===== config.mk =====
export PLATFORM = sky130hd
export DESIGN_NAME = poly_eval_seq_flat
export DESIGN_NICKNAME = d
export VERILOG_FILES = /design/src/rtl/poly_eval_if.sv /design/src/rtl/poly_eval_seq.sv /design/src/flat_wrapper.sv
export SDC_FILE = /design/constraint.sdc
export NUM_CORES = 1
export LEC_CHECK = 0
export CORE_AREA = 4 4 132 185
export CTS_CLUSTER_DIAMETER = 40
export DETAILED_ROUTE_END_ITERATION = 7
export DIE_AREA = 0 0 136 189
export PLACE_DENSITY = 0.78
export REMOVE_ABC_BUFFERS = 1
export SYNTH_ARGS = -nofsm -noshare
export SYNTH_HDL_FRONTEND = slang
export SYNTH_SLANG_ARGS = --single-unit

===== constraint.sdc =====
create_clock -name clk -period 13.6 [get_ports clk]
set_clock_uncertainty 0.2 [all_clocks]
set_input_delay 2.72 -clock clk [delete_from_list [all_inputs] [get_ports clk]]
set_output_delay 2.72 -clock clk [all_outputs]
set_load 0.05 [all_outputs]

===== src/rtl/poly_eval_if.sv =====
// rtl/poly_eval_if.sv - start/done handshake bundle for the Horner polynomial evaluator
//
// Ports (signals of the bundle):
//   start   requester -> evaluator   request, sampled only while the evaluator is idle
//   x       requester -> evaluator   W-bit unsigned evaluation point
//   coef    requester -> evaluator   (DEG+1)*W packed unsigned coefficients, coef[W*i +: W] = c_i
//   busy    evaluator -> requester   high while an evaluation is in flight
//   done    evaluator -> requester   single-cycle pulse when result/ovf update
//   result  evaluator -> requester   W-bit last completed value (mod 2^W)
//   ovf     evaluator -> requester   overflow flag of the last completed evaluation
interface poly_eval_if #(
  parameter int W   = 16,
  parameter int DEG = 2
);

  logic                   start;
  logic [W-1:0]           x;
  logic [(DEG+1)*W-1:0]   coef;
  logic                   busy;
  logic                   done;
  logic [W-1:0]           result;
  logic                   ovf;

  modport master (
    output start, x, coef,
    input  busy, done, result, ovf
  );

  modport slave (
    input  start, x, coef,
    output busy, done, result, ovf
  );

endinterface


===== src/rtl/poly_eval_seq.sv =====
// rtl/poly_eval_seq.sv - sequential Horner polynomial evaluator, one multiply-accumulate per clock
//
// Computes y = c_DEG*x^DEG + ... + c_1*x + c_0 (unsigned, wrapping mod 2^W) with a
// sticky overflow flag that is set whenever any Horner step exceeds W bits.
//
// Ports:
//   clk   rising-edge clock
//   rst   asynchronous active-low reset, clears all state
//   bus   poly_eval_if slave: start/x/coef in, busy/done/result/ovf out
module poly_eval_seq #(
  parameter int W   = 16,
  parameter int DEG = 2
) (
  input  logic       clk,
  input  logic       rst,
  poly_eval_if.slave bus
);

  // Counter must hold 0..DEG; keep at least one bit so DEG = 0 still elaborates.
  localparam int CW = (DEG > 0) ? $clog2(DEG + 1) : 1;

  typedef enum logic [1:0] {
    IDLE   = 2'd0,
    STEP   = 2'd1,
    FINISH = 2'd2
  } state_t;

  state_t            state;
  state_t            state_d;

  logic [W-1:0]      xr;
  logic [W-1:0]      cr [0:DEG];
  logic [W-1:0]      acc;
  logic [CW-1:0]     cnt;
  logic              ovf_acc;

  logic [W-1:0]      result_q;
  logic              ovf_q;
  logic              done_q;

  logic              do_load;
  logic              do_step;
  logic              do_finish;

  logic [CW-1:0]     idx;
  logic [W-1:0]      cur_c;
  logic [2*W:0]      full;

  // ------------------------------------------------------------------
  // State register
  // ------------------------------------------------------------------
  always_ff @(posedge clk or negedge rst) begin
    if (!rst) begin
      state <= IDLE;
    end else begin
      state <= state_d;
    end
  end

  // ------------------------------------------------------------------
  // Next state and datapath controls
  // ------------------------------------------------------------------
  always_comb begin
    state_d   = state;
    do_load   = 1'b0;
    do_step   = 1'b0;
    do_finish = 1'b0;
    case (state)
      IDLE: begin
        if (bus.start) begin
          do_load = 1'b1;
          // With no coefficients below c_DEG there is nothing to multiply in.
          state_d = (DEG > 0) ? STEP : FINISH;
        end
      end
      STEP: begin
        do_step = 1'b1;
        if (cnt == CW'(1)) begin
          state_d = FINISH;
        end
      end
      FINISH: begin
        do_finish = 1'b1;
        state_d   = IDLE;
      end
      default: begin
        state_d = IDLE;
      end
    endcase
  end

  // ------------------------------------------------------------------
  // Horner step: acc*x + c[cnt-1] at full 2W+1 precision
  // ------------------------------------------------------------------
  always_comb begin
    idx   = cnt - CW'(1);
    cur_c = '0;
    // Explicit select keeps the lookup in range for every legal DEG,
    // including counter codes that never occur during STEP.
    for (int i = 0; i <= DEG; i++) begin
      if (idx == CW'(i)) begin
        cur_c = cr[i];
      end
    end
    full = (2*W+1)'(acc) * (2*W+1)'(xr) + (2*W+1)'(cur_c);
  end

  // ------------------------------------------------------------------
  // Datapath and output registers
  // ------------------------------------------------------------------
  always_ff @(posedge clk or negedge rst) begin
    if (!rst) begin
      xr       <= '0;
      for (int i = 0; i <= DEG; i++) begin
        cr[i] <= '0;
      end
      acc      <= '0;
      cnt      <= '0;
      ovf_acc  <= 1'b0;
      result_q <= '0;
      ovf_q    <= 1'b0;
      done_q   <= 1'b0;
    end else begin
      done_q <= do_finish;

      if (do_load) begin
        // Snapshot operands so the requester may change them immediately.
        xr <= bus.x;
        for (int i = 0; i <= DEG; i++) begin
          cr[i] <= bus.coef[W*i +: W];
        end
        acc     <= bus.coef[W*DEG +: W];
        cnt     <= CW'(DEG);
        ovf_acc <= 1'b0;
      end

      if (do_step) begin
        acc     <= full[W-1:0];
        ovf_acc <= ovf_acc | (|full[2*W:W]);
        cnt     <= cnt - CW'(1);
      end

      if (do_finish) begin
        result_q <= acc;
        ovf_q    <= ovf_acc;
      end
    end
  end

  assign bus.busy   = (state != IDLE);
  assign bus.done   = done_q;
  assign bus.result = result_q;
  assign bus.ovf    = ovf_q;

endmodule


===== src/flat_wrapper.sv =====
// flat-port wrapper written by rule: the top's interface ports become plain ports
module poly_eval_seq_flat 
#(
  parameter int W   = 16,
  parameter int DEG = 2
)
  (clk, rst, bus_start, bus_x, bus_coef, bus_busy, bus_done, bus_result, bus_ovf);
  poly_eval_if #(.W(W), .DEG(DEG)) bus_i ();
  input  logic clk;
  input  logic rst;
  input wire logic [$bits(bus_i.start)-1:0] bus_start;
  input wire logic [$bits(bus_i.x)-1:0] bus_x;
  input wire logic [$bits(bus_i.coef)-1:0] bus_coef;
  output wire logic [$bits(bus_i.busy)-1:0] bus_busy;
  output wire logic [$bits(bus_i.done)-1:0] bus_done;
  output wire logic [$bits(bus_i.result)-1:0] bus_result;
  output wire logic [$bits(bus_i.ovf)-1:0] bus_ovf;
  assign bus_i.start = bus_start;
  assign bus_i.x = bus_x;
  assign bus_i.coef = bus_coef;
  assign bus_busy = bus_i.busy;
  assign bus_done = bus_i.done;
  assign bus_result = bus_i.result;
  assign bus_ovf = bus_i.ovf;
  poly_eval_seq #(.W(W), .DEG(DEG)) u_core (.clk(clk), .rst(rst), .bus(bus_i));
endmodule

# Yosys cells after proc, flatten, opt, wreduce, memory -nomap -nowiden
# Cells that the tools add are included.
[word_totals]
ff_bits = 103
input_bits = 67
output_inout_bits = 19
wordCells = 44
[op_classes]
addsub = 2
multipliers = 1
n_eq_ne = 7
n_mux = 16
n_bitwise = 1
reduce_logical = 6
[ops]
columns = ["operator", "count"]
rows = [
  ["16-bit 2-to-1 mux", 5],
  ["32-bit by 16-bit adder with 33-bit output", 1],
  ["16-bit by 16-bit multiplier with 32-bit output", 1],
  ["17-bit OR reduction", 1],
  ["2-bit 2-to-1 mux", 4],
  ["2-bit by 1-bit == test with 1-bit output, second input constant", 3],
  ["1-bit 2-to-1 mux", 6],
  ["2-bit == test, second input constant", 2],
  ["2-bit logical NOT", 2],
  ["2-bit case mux with 2 select lines", 1],
  ["2-bit nonzero test", 2],
  ["2-bit by 1-bit != test with 1-bit output, second input constant", 1],
  ["2-bit != test, second input constant", 1],
  ["2-bit AND reduction", 1],
  ["2-bit by 1-bit subtractor with 2-bit output, second input constant", 1],
  ["1-bit OR", 1],
]

# Longest topological paths before layout
[depth]
word_depth = 9
mapped_depth = 27
depth_no_buf = 26

# Worst setup path after synthesis
# No wires, ideal clock.
[synth_path]
path_kind = "register to register"
from = "register u_core.xr[1]"
to = "register u_core.ovf_acc"
setup_ps = 131
t_arrival_ps = 6206
required_ps = 13269
slack_ps = 7063
path_stages_with_launch = 22
n_path_buf = 1
synth_period_minus_slack_ps = 6537
path_cell_list = "dfrtp_1 > clkbuf_1 > nand2_1 > fa_1 > fa_1 > inv_1 > fa_1 > inv_1 > fa_1 > fa_1 > fa_1 > inv_1 > ha_1 > and4_1 > and2_4 > a221o_1 > o21ba_2 > and3_1 > a2bb2o_4 > or4_1 > nor4_1 > a31oi_1"
[synth_between]
elab_chain_len = 5
[synth_lines]
columns = ["element", "line", "text"]
rows = [
  ["from (decl)", "poly_eval_seq.sv:31", "logic [W-1:0] xr;"],
  ["from (signal assigned)", "poly_eval_seq.sv:128", "xr <= bus.x;"],
  ["16-bit by 16-bit multiplier with 32-bit output", "poly_eval_seq.sv:105", "full = (2*W+1)'(acc) * (2*W+1)'(xr) + (2*W+1)'(cur_c);"],
  ["32-bit by 16-bit adder with 33-bit output", "poly_eval_seq.sv:105", ""],
  ["17-bit OR reduction", "poly_eval_seq.sv:139", "ovf_acc <= ovf_acc | (|full[2*W:W]);"],
  ["1-bit OR", "poly_eval_seq.sv:139", ""],
  ["1-bit 2-to-1 mux", "poly_eval_seq.sv:137", "if (do_step) begin"],
  ["to (signal assigned)", "poly_eval_seq.sv:139", ""],
  ["to (decl)", "poly_eval_seq.sv:35", "logic ovf_acc;"],
]
# No other way between the ends.
# A chain may end at the register's enable or synchronous reset.

# Final worst setup path
[layout_path]
from = "register u_core.acc[15]"
to = "register u_core.ovf_acc"
[layout_between]
elab_chain_len = 5
[layout_lines]
columns = ["element", "line", "text"]
rows = [
  ["from (decl)", "poly_eval_seq.sv:33", "logic [W-1:0] acc;"],
  ["from (signal assigned)", "poly_eval_seq.sv:132", "acc <= bus.coef[W*DEG +: W];"],
  ["from (signal assigned)", "poly_eval_seq.sv:138", "acc <= full[W-1:0];"],
  ["16-bit by 16-bit multiplier with 32-bit output", "poly_eval_seq.sv:105", ""],
  ["32-bit by 16-bit adder with 33-bit output", "poly_eval_seq.sv:105", ""],
  ["17-bit OR reduction", "poly_eval_seq.sv:139", ""],
  ["1-bit OR", "poly_eval_seq.sv:139", ""],
  ["1-bit 2-to-1 mux", "poly_eval_seq.sv:137", ""],
]
# No other way between the ends.

==> results.py <==
metrics = {
    "outcome": {
        "status": "finished, final reports clean",
    },
    "global_routing": {
        "use_met3_pct": 4.28,
        "gr-usage-met1_pct": 35.9,
        "grt-busiest-layer": "met2",
        "grt_pass1_wl_um": 55300,
        "grt_pass1_vias": 11094,
        "grt-ovfl-total": 0,
        "grt_max_degree": 69,
        "grt_usage_pct": 27.2,
        "grtUsageMet2_pct": 46.2,
        "antenna_found_initial": 0,
    },
    "timing": {
        "setup_tns_ns": 0,
        "worst_slew_pin_slew_ns": 1.13,
        "slew_headroom_pct": 24.8,
        "slew_viol_final": 0,
        "worst_hold_slack_ns": 0.281,
        "maxClockFrequency_ghz": 0.141,
        "layout_min_cycle_time_ns": 7.12,
        "period_share_pct": 52.3,
        "finalSetupViolations": 0,
        "rsz0062_at_grt": "false",
        "report.final.hold_viol_count": 0,
    },
    "placement": {
        "io_buffers": 85,
        "dp_hpwl_um": 26100,
        "placed_area_sq_um": 14400,
        "gp_congestion": 0.938,
    },
    "final_layout": {
        "antennaDiodeCount": 0,
        "final_common_cell": "nand2_1",
        "drive_gt1_share_pct": 3.61,
        "regArea_sq_um": 2580,
        "fillers": 1904,
        "fin_nets": 1937,
        "final_area_sq_um": 14700,
        "mostFrequentLayoutCells": "nand2_1, inv_1, fa_1",
        "multi_input_area_sq_um": 9650,
        "syn2layout_area_growth_pct": 9.20,
    },
    "cts": {
        "cts_buffers": 9,
        "post_cts_buffers": 0,
        "htreeDepth": 3,
        "root_buffer": "clkbuf_16",
        "cts.sinks": 103,
        "cts.path.max_buffers": 2,
        "cts_repair_resize_count": 0,
        "clkLatencyLatePin_ns": 0.37,
        "cts_tree": "built",
        "clk_pin_slew_ns": 0.08,
        "cts_hold_buf": 0,
    },
    "worst_setup_path": {
        "worstRegToRegCells": 20,
        "critPathLaunch": "u_core.acc[15]",
        "reg2reg_from": "u_core.acc[15]",
        "rr_endpoint": "u_core.ovf_acc",
        "cp-start-kind": "flip-flop",
        "crit_fanout": 18,
        "worstPathArrival_ns": 7.15,
        "crit_required_ns": 13.63,
        "reg2reg_slack_ns": 6.48,
        "crit_type": "flip-flop to flip-flop",
        "cp-end-kind": "flip-flop",
    },
    "logic_synthesis": {
        "synth_edf_count": 0,
        "yosysSeqAreaShare_pct": 19.1,
        "syn_inst": 1518,
        "synthDistinctLibCells": 57,
        "yosysWarningCount": 0,
        "synth_ff_type": "dfrtp_1",
        "synthesis.area_sq_um": 13500,
        "synth_area_per_cell_sq_um": 8.89,
        "ys_ff_latch": 103,
        "async_flop_share_pct": 100,
    },
    "die": {
        "io_pins": 86,
        "rows": 66,
        "dieArea_sq_um": 25700,
        "coreArea_sq_um": 22900,
        "dieWidth_um": 136,
        "fp.dieH_um": 189,
        "initial_core_util_pct": 59.0,
    },
    "route": {
        "wirelength_um": 32700,
        "wl_per_cell_um": 17.6,
        "via_per_inst": 5.48,
        "vias": 10168,
        "drtPass1Iterations": 5,
        "ant_nets": 0,
        "drcViolationCount": 0,
        "dr.first_iter.drc_count": 608,
    },
    "worst_hold_path": {
        "min_path_type": "flip-flop to flip-flop",
        "min_path_cells": 2,
        "hold_path_startpoint": "u_core.cr[15]",
        "holdPathEnd": "u_core.cr[15]",
    },
    "flow_run": {
        "cap_viol_max_count": 0,
    },
}
Yosys cell counts (all sizes together), types with 2 or more instances:
cell type	n	area share, %
nand2	371	10
inv	245	6.8
fa	211	31
and2	131	6.1
ha	114	11
dfrtp	103	19
clkbuf	67	1.9
a21oi	52	2.0
nor2	33	0.92
a21o	22	1.2
mux2	18	1.5
o21ai	17	0.63
a31oi	14	0.76
o211ai	12	0.67
nand3	11	0.41
xnor2	10	0.65
a22oi	9	0.50
xor2	9	0.58
nand4	8	0.37
and3	7	0.33
buf	7	0.44
nand2b	6	0.28
nor2b	6	0.30
nor3	6	0.22
and4	3	0.19
a2111oi	2	0.13
a21boi	2	0.11
nand4b	2	0.13
o21a	2	0.11
o31ai	2	0.11
area by class of cell:
type | count | share of cell area (%)
sequential | 103 | 17.5
timing repair buffer | 91 | 6.06
clock inverter | 7 | 0.620
tap | 306 | 2.60
multi-input combinational | 1095 | 65.5
clock buffer | 9 | 1.53
inverter | 245 | 6.24
worst max-delay path, cell delays in order, from the launching register on:
cell and delay [ns]:
dfrtp_1 0.75, nand2_1 0.18, fa_1 0.56, fa_1 0.55, inv_1 0.05, fa_1 0.49, inv_1 0.05, fa_1 0.57
fa_1 0.46, fa_1 0.50, inv_1 0.05, ha_1 0.39, and3_1 0.23, nor2b_1 0.14, a2111oi_0 0.42, o21ba_2 0.24
and3_1 0.17, a2bb2o_4 0.21, or4_1 0.40, nor4_1 0.26, a31oi_1 0.11
metal layers:
layer / wire length (um) / vias up / share of wire (%)
met5: 0 / - / 0
met4: 889 / 0 / 2.7
met3: 2020 / 64 / 6.2
met2: 16400 / 320 / 50
met1: 13400 / 5078 / 41
li1: - / 4706 / -
registers in the layout, summed over array words and instances (netlist names):
name               count
u_core.cr             48
u_core.acc            16
u_core.xr             16
u_core.bus.done        1
u_core.ovf_acc         1
u_core.state           2
u_core.cnt             2
u_core.bus.ovf         1
u_core.bus.result     16
per-stage QoR:
step,std cells,utilization [%],setup slack [ns]
final,1856,64.4,6.48
after global routing,1856,64.4,6.09
after global placement,1840,63.1,6.55
after floorplan,1443,-,7.20
after detailed placement,1840,63.1,6.53
after CTS,1856,64.4,6.49
cells by family (layout without fill, tap and decap cells):
family | Yosys count | count (layout) | synth area share, %
and+or+nand+nor | 586 | 586 | 19.7
muxes | 19 | 19 | 1.58
DFF | 103 | 103 | 19.1
adders and majority gates | 325 | 325 | 41.9
AOI/OAI and AO/OA | 146 | 146 | 7.14
xor gates and xnor gates | 19 | 19 | 1.23
buffers and inverters | 320 | 352 | 9.44
how the worst max path moves through the flow:
stage	end	slack (ns)	cells past startpoint
2_1_floorplan	u_core.ovf_acc	7.20	20
3_3_place_gp	u_core.ovf_acc	6.55	20
3_5_place_dp	u_core.ovf_acc	6.53	20
4_1_cts	u_core.ovf_acc	6.49	20
5_1_grt	u_core.ovf_acc	6.09	23
6_report	u_core.ovf_acc	6.48	20
Power is left out: the tool's default activity adds up to more than one toggle a clock period on the data nets, which glitch-free logic cannot reach.
